<file path="src/rtl/mtm_alu_rx_deser.sv">
`timescale 1ns/1ps
// mtm_alu_rx_deser
// Serial packet receiver for the ALU datapath. Deserialises 11-bit frames
// (start 0, type, d[7:0] MSB first, stop 1) from sin into operands B and A
// (2*BYTES data frames, MSB byte first) plus a cmd frame {0, OP[2:0], CRC[3:0]}.
// It then checks framing, CRC4 (x^4+x+1) and the opcode and hands either a
// valid command or an error code to the ALU core.
//
// Ports:
//   clk        rising-edge clock
//   rst        asynchronous active-high reset
//   sin        serial input, idle high
//   out_valid  result register holds a packet outcome
//   out_ready  consumer accepts the result when out_valid && out_ready
//   b_o, a_o   operands (zero on error)
//   op_o       opcode (zero on error)
//   err_o      {err_data, err_crc, err_op}; zero means valid command
//   overrun_o  one-cycle pulse: a completed packet was dropped
//   dbg_state  current FSM state encoding, for observation only
//
// Handshake: out_valid stays high with b_o/a_o/op_o/err_o stable until a
// cycle with out_valid && out_ready; it then clears on the next edge unless a
// new result loads on that same edge (then it stays high with the new data).
// A result completing while out_valid && !out_ready is dropped, the held
// result is left untouched and overrun_o pulses for one cycle.
module mtm_alu_rx_deser #(
  parameter int WIDTH   = 32,
  parameter int TIMEOUT = 64
) (
  input  logic             clk,
  input  logic             rst,
  input  logic             sin,
  output logic             out_valid,
  input  logic             out_ready,
  output logic [WIDTH-1:0] b_o,
  output logic [WIDTH-1:0] a_o,
  output logic [2:0]       op_o,
  output logic [2:0]       err_o,
  output logic             overrun_o,
  output logic [2:0]       dbg_state
);

  localparam int BYTES   = WIDTH / 8;
  localparam int NFRAMES = 2 * BYTES;
  localparam int CNT_W   = $clog2(NFRAMES + 2);
  localparam int TO_W    = $clog2(TIMEOUT + 1);

  typedef enum logic [2:0] {
    WAIT_IDLE = 3'd0,
    IDLE      = 3'd1,
    TYPE      = 3'd2,
    DATA      = 3'd3,
    STOP      = 3'd4,
    CHECK     = 3'd5
  } state_t;

  state_t               state;
  logic                 is_cmd;
  logic [2:0]           bit_cnt;
  logic [7:0]           byte_sr;
  logic [2*WIDTH-1:0]   ab_sr;    // B in the upper half once all bytes arrived
  logic [CNT_W-1:0]     dcnt;     // data frames seen, saturates at NFRAMES+1
  logic [TO_W-1:0]      tcnt;     // idle cycles inside an open packet
  logic [3:0]           crc;      // running CRC over data bits only

  logic [2:0]           op_rx;
  logic [3:0]           crc_rx;
  logic [3:0]           crc_final;
  logic                 op_ok;
  logic                 close;
  logic [2:0]           close_err;
  logic                 load_ok;

  function automatic logic [3:0] crc_step(input logic [3:0] c, input logic d);
    logic fb;
    fb = c[3] ^ d;
    return {c[2], c[1], c[0] ^ fb, fb};
  endfunction

  assign dbg_state = state;
  assign op_rx     = byte_sr[6:4];
  assign crc_rx    = byte_sr[3:0];
  // The constant 1 and the OP bits are folded into the CRC while in CHECK.
  assign crc_final = crc_step(crc_step(crc_step(crc_step(crc, 1'b1), op_rx[2]),
                                       op_rx[1]), op_rx[0]);
  assign op_ok     = (op_rx == 3'b000) || (op_rx == 3'b001) ||
                     (op_rx == 3'b100) || (op_rx == 3'b101);
  assign load_ok   = !out_valid || out_ready;

  // Packet close events: normal CHECK, framing error at STOP, or timeout.
  always_comb begin
    close     = 1'b0;
    close_err = 3'b000;
    case (state)
      CHECK: begin
        close = 1'b1;
        if (dcnt != CNT_W'(NFRAMES))  close_err = 3'b100;
        else if (crc_rx != crc_final) close_err = 3'b010;
        else if (!op_ok)              close_err = 3'b001;
        else                          close_err = 3'b000;
      end
      STOP: begin
        if (!sin) begin
          close     = 1'b1;
          close_err = 3'b100;
        end
      end
      IDLE: begin
        if (sin && (dcnt != '0) && (tcnt == TO_W'(TIMEOUT - 1))) begin
          close     = 1'b1;
          close_err = 3'b100;
        end
      end
      default: begin
        close     = 1'b0;
        close_err = 3'b000;
      end
    endcase
  end

  always_ff @(posedge clk or posedge rst) begin
    if (rst) begin
      state     <= WAIT_IDLE;
      is_cmd    <= 1'b0;
      bit_cnt   <= '0;
      byte_sr   <= '0;
      ab_sr     <= '0;
      dcnt      <= '0;
      tcnt      <= '0;
      crc       <= '0;
      out_valid <= 1'b0;
      b_o       <= '0;
      a_o       <= '0;
      op_o      <= '0;
      err_o     <= '0;
      overrun_o <= 1'b0;
    end else begin
      // Result register
      overrun_o <= 1'b0;
      if (close) begin
        if (load_ok) begin
          out_valid <= 1'b1;
          err_o     <= close_err;
          if (close_err == 3'b000) begin
            b_o  <= ab_sr[2*WIDTH-1:WIDTH];
            a_o  <= ab_sr[WIDTH-1:0];
            op_o <= op_rx;
          end else begin
            b_o  <= '0;
            a_o  <= '0;
            op_o <= '0;
          end
        end else begin
          overrun_o <= 1'b1;
        end
      end else if (out_valid && out_ready) begin
        out_valid <= 1'b0;
      end

      // Receiver FSM
      case (state)
        WAIT_IDLE: begin
          if (sin) state <= IDLE;
        end
        IDLE: begin
          if (!sin) begin
            state <= TYPE;
            tcnt  <= '0;
          end else if (dcnt != '0) begin
            if (close) begin
              dcnt  <= '0;
              tcnt  <= '0;
              crc   <= '0;
              ab_sr <= '0;
            end else begin
              tcnt <= tcnt + TO_W'(1);
            end
          end
        end
        TYPE: begin
          is_cmd  <= sin;
          bit_cnt <= '0;
          state   <= DATA;
        end
        DATA: begin
          byte_sr <= {byte_sr[6:0], sin};
          if (!is_cmd) crc <= crc_step(crc, sin);
          bit_cnt <= bit_cnt + 3'd1;
          if (bit_cnt == 3'd7) state <= STOP;
        end
        STOP: begin
          if (!sin) begin
            // Framing error: drop the packet and resynchronise on idle.
            dcnt  <= '0;
            tcnt  <= '0;
            crc   <= '0;
            ab_sr <= '0;
            state <= WAIT_IDLE;
          end else if (is_cmd) begin
            state <= CHECK;
          end else begin
            ab_sr <= {ab_sr[2*WIDTH-9:0], byte_sr};
            if (dcnt != CNT_W'(NFRAMES + 1)) dcnt <= dcnt + CNT_W'(1);
            state <= IDLE;
          end
        end
        CHECK: begin
          dcnt  <= '0;
          tcnt  <= '0;
          crc   <= '0;
          ab_sr <= '0;
          state <= IDLE;
        end
        default: state <= WAIT_IDLE;
      endcase
    end
  end

endmodule

</file>
<file path="config.mk">
export PLATFORM = sky130hd
export DESIGN_NAME = mtm_alu_rx_deser
export DESIGN_NICKNAME = d
export VERILOG_FILES = /design/src/rtl/mtm_alu_rx_deser.sv
export SDC_FILE = /design/constraint.sdc
export NUM_CORES = 1
export LEC_CHECK = 0
export BUFFER_PORTS_ARGS = -buffer_cell sky130_fd_sc_hd__buf_2
export CORE_AREA = 2 2 137 173
export DETAILED_ROUTE_END_ITERATION = 10
export DIE_AREA = 0 0 139 175
export HOLD_SLACK_MARGIN = 0.1
export PLACE_DENSITY_LB_ADDON = 0.2
export SYNTH_ARGS = -nofsm -noshare
export SYNTH_HDL_FRONTEND = slang
export SYNTH_SLANG_ARGS = --single-unit
export TNS_END_PERCENT = 20
</file>
<file path="constraint.sdc">
create_clock -name clk -period 6 [get_ports clk]
set_input_delay 0.6 -clock clk [delete_from_list [all_inputs] [get_ports clk]]
set_output_delay 0.6 -clock clk [all_outputs]
set_load 0.01 [all_outputs]
</file>
==> run_results.csv <==
group,metric,value,unit
sta,skew,11.47,ps
floorplan,fp-row-count,62,
sta,tns,0,ps
sta,maxSlewHeadroom,21.05,%
worst_setup_path,slowest_delay,890,ps
clock_network,h-tree-depth,4,
sta,fin_ws,2852,ps
drt,initialDrtViolationCount,408,
drt,via_per_inst,4.784,
clock_network,clk_pin_slew,60,ps
grt,grt_pass1_wl,25670,µm
floorplan,dieHeight,175,µm
clock_network,cts_tree,"done",
cells_and_area,nets,680,
sta,fin_crit_sh,52.47,%
yosys,async_reset_ff_share,100.0,%
yosys,syn_nets,620,
worst_setup_path,worstSetupPathType,"register to register",
sta,slew_viol_final,0,
worst_setup_path,rr_startpoint,"dbg_state[1]",
grt,grt_max_degree,136,
cells_and_area,stdcell_area,7883,µm²
sta,rsz0062_at_grt,"no",
yosys,ys_seq_area_share,62.03,%
place,dp_hpwl,10020,µm
worst_setup_path,cp_slowest_cell,"nor3_4",
drt,num_vias,4645,
sta,fmax,317.7,MHz
grt,grt_pass1_vias,4657,
run,maxCapViolations,0,
grt,gr-total-overflow,0,
place,placed_area,7297,µm²
power_and_ir_drop,power.density,360.3,nW/µm²
power_and_ir_drop,total_power,2.840,mW
cells_and_area,fill_cells,2316,
cells_and_area,multi_input_area,2316,µm²
sta,hold_ws,207.9,ps
floorplan,io_pins,79,
status,outcome,"finished, final reports clean",
worst_setup_path,critPathMaxFanout,39,
yosys,synth_edf_count,0,
power_and_ir_drop,p_leak,3.728,nW
yosys,ys.warnings.count,0,
clock_network,cts_root_buf,"clkbuf_16",
clock_network,ctsResizeCount,0,
sta,setup_viol,0,
cells_and_area,areaGrowthSynthToFinish,17.71,%
sta,period_needed,3148,ps
drt,routed_wl,15620,µm
clock_network,cts_setup_buffers,0,
cells_and_area,seq_area,4154,µm²
power_and_ir_drop,vdd_ir_drop_max,210.3,µV
floorplan,initial_core_util,29.56,%
yosys,postSynthAreaPerCell,10.98,µm²
floorplan,dieArea,24330,µm²
sta,finalHoldViolCount,0,
worst_setup_path,cp-start-kind,"register",
worst_setup_path,ff2ff_setup_slack,2850,ps
yosys,yosys_register_bits,166,
place,post-place-ws,2844,ps
clock_network,cts_buffers,17,
sta,tightest_slew,1184,ps
place,io_buffers,78,
worst_setup_path,endpoint_kind,"register",
worst_setup_path,path_cells,"nand2b_1, nor3_1, o2111ai_1, nor3_4, buf_4, a22o_1",
worst_setup_path,worstPathArrival,3500,ps
drt,drt.antenna.violating_nets,0,
drt,wire_per_inst,16.08,µm
worst_setup_path,cp.required,6350,ps
yosys,synth_cells,610,
clock_network,clockBufferDepth,2,
grt,track_usage,13.25,%
yosys,yosys.cell_types.count,50,
clock_network,hold_buffers,0,
cells_and_area,antenna_cells,0,
floorplan,die_w,139,µm
worst_setup_path,r2r_cells,6,
clock_network,clock_latency,420,ps
grt,antenna_found_initial,0,
drt,drcViolationCount,0,
clock_network,clock-sinks,166,
yosys,synth_ff_type,"dfrtp_1",
drt,firstDrtPassIters,4,
yosys,syn_area,6696,µm²
place,routabilityCongestion,0.8265,
worst_setup_path,r2r-end,"a_o[12]",
floorplan,core_area,22650,µm²
worst_hold_path,hold_path_class,"primary input to asynchronous set/reset pin",
cells_and_area,drive_gt1_share,18.59,%
## cells in the final DEF, fill, tap and decap left out, drive strengths merged, types with 6 or more instances in the layout
cell / instances
xnor2: 8
nor2: 7
ha: 6
clkbuf: 24
buf: 83
o21ai: 78
nand3: 7
nand2: 154
inv: 9
a22o: 66
dfrtp: 166
mux2: 8
## sequential cells by signal, indices dropped and copies added, names as in the netlist, 4 cells and up
| signal | flops |
|---|---|
| dcnt | 4 |
| byte_sr | 8 |
| tcnt | 7 |
| b_o | 32 |
| ab_sr | 64 |
| crc | 4 |
| a_o | 32 |
## cell usage after synthesis, types with 2 or more instances
cell type	count	area share, %
or3_1	3	0.28
clkbuf_1	18	1.0
nand4_1	2	0.19
nand3b_1	2	0.22
ha_1	6	1.1
nand2_1	154	8.6
nor2b_1	2	0.19
a21oi_1	5	0.37
o2bb2ai_1	2	0.26
o21bai_1	2	0.22
nand2b_1	5	0.47
mux2_2	8	1.3
nor3b_1	2	0.22
a31oi_1	2	0.19
nor3_2	2	0.30
buf_6	4	0.67
nand3_1	7	0.52
a211o_1	3	0.39
nor2_1	7	0.39
a22o_1	66	8.6
nor3_1	2	0.15
dfrtp_1	166	62
xnor2_1	8	1.0
inv_1	9	0.50
o21ai_0	78	5.8
and3_1	2	0.19
buf_2	18	1.3
xor2_1	3	0.39
## worst max-delay path by stage
| stage | start | end | depth (start not counted) |
|---|---|---|---|
| floorplan | rst | a_o[0] | 1 |
| global placement | dbg_state[1] | a_o[3] | 6 |
| detailed placement | dbg_state[1] | a_o[12] | 6 |
| CTS | dbg_state[1] | a_o[12] | 6 |
| global route | dbg_state[1] | a_o[3] | 6 |
| finish | dbg_state[1] | a_o[12] | 6 |
## report_power, final
group	switching, mW	total, mW	internal (mW)
logic	0.233	0.417	0.184
clock network	0.433	1.10	0.666
registers	0.115	1.32	1.21
total	0.782	2.84	2.06
## critical path, delay by kind of cell (launching register included)
family                 cells  cell delay (ps)
AOI/OAI and AO/OA          2              490
buffers and inverters      1              550
DFF                        1              510
and+or+nand+nor            3             1500
## per-stage QoR
stage               std cells  util [%]
CTS                       971     34.80
finish                    971     34.80
global placement          939     32.21
detailed placement        939     32.21
floorplan                 610         -
global route              971     34.80
## per-layer routing
| layer | track usage (%) | routed length, µm |
|---|---|---|
| met5 | 0 | 0 |
| met4 | 4.545 | 174 |
| met3 | 2.960 | 572 |
| met2 | 20.89 | 7516 |
| met1 | 18.09 | 7355 |
## area by class of cell
| type | count | area share [%] |
|---|---|---|
| inverter | 9 | 0.4921 |
| clock inverter | 8 | 1.571 |
| timing repair buffer | 83 | 5.429 |
| multi-input combinational | 393 | 29.38 |
| sequential | 166 | 52.70 |
| tap | 288 | 4.571 |
| clock buffer | 24 | 5.857 |
## kinds of logic after synthesis
logic type	Yosys count	share of synthesized area (%)
muxes	8	1.345
buffers and inverters	51	3.699
xor gates and xnor gates	12	1.775
DFF	166	62.03
and+or+nand+nor	197	12.61
AOI/OAI and AO/OA	170	17.41
adders and majority gates	6	1.121
Note: power is estimated with default switching activity, not from simulation.
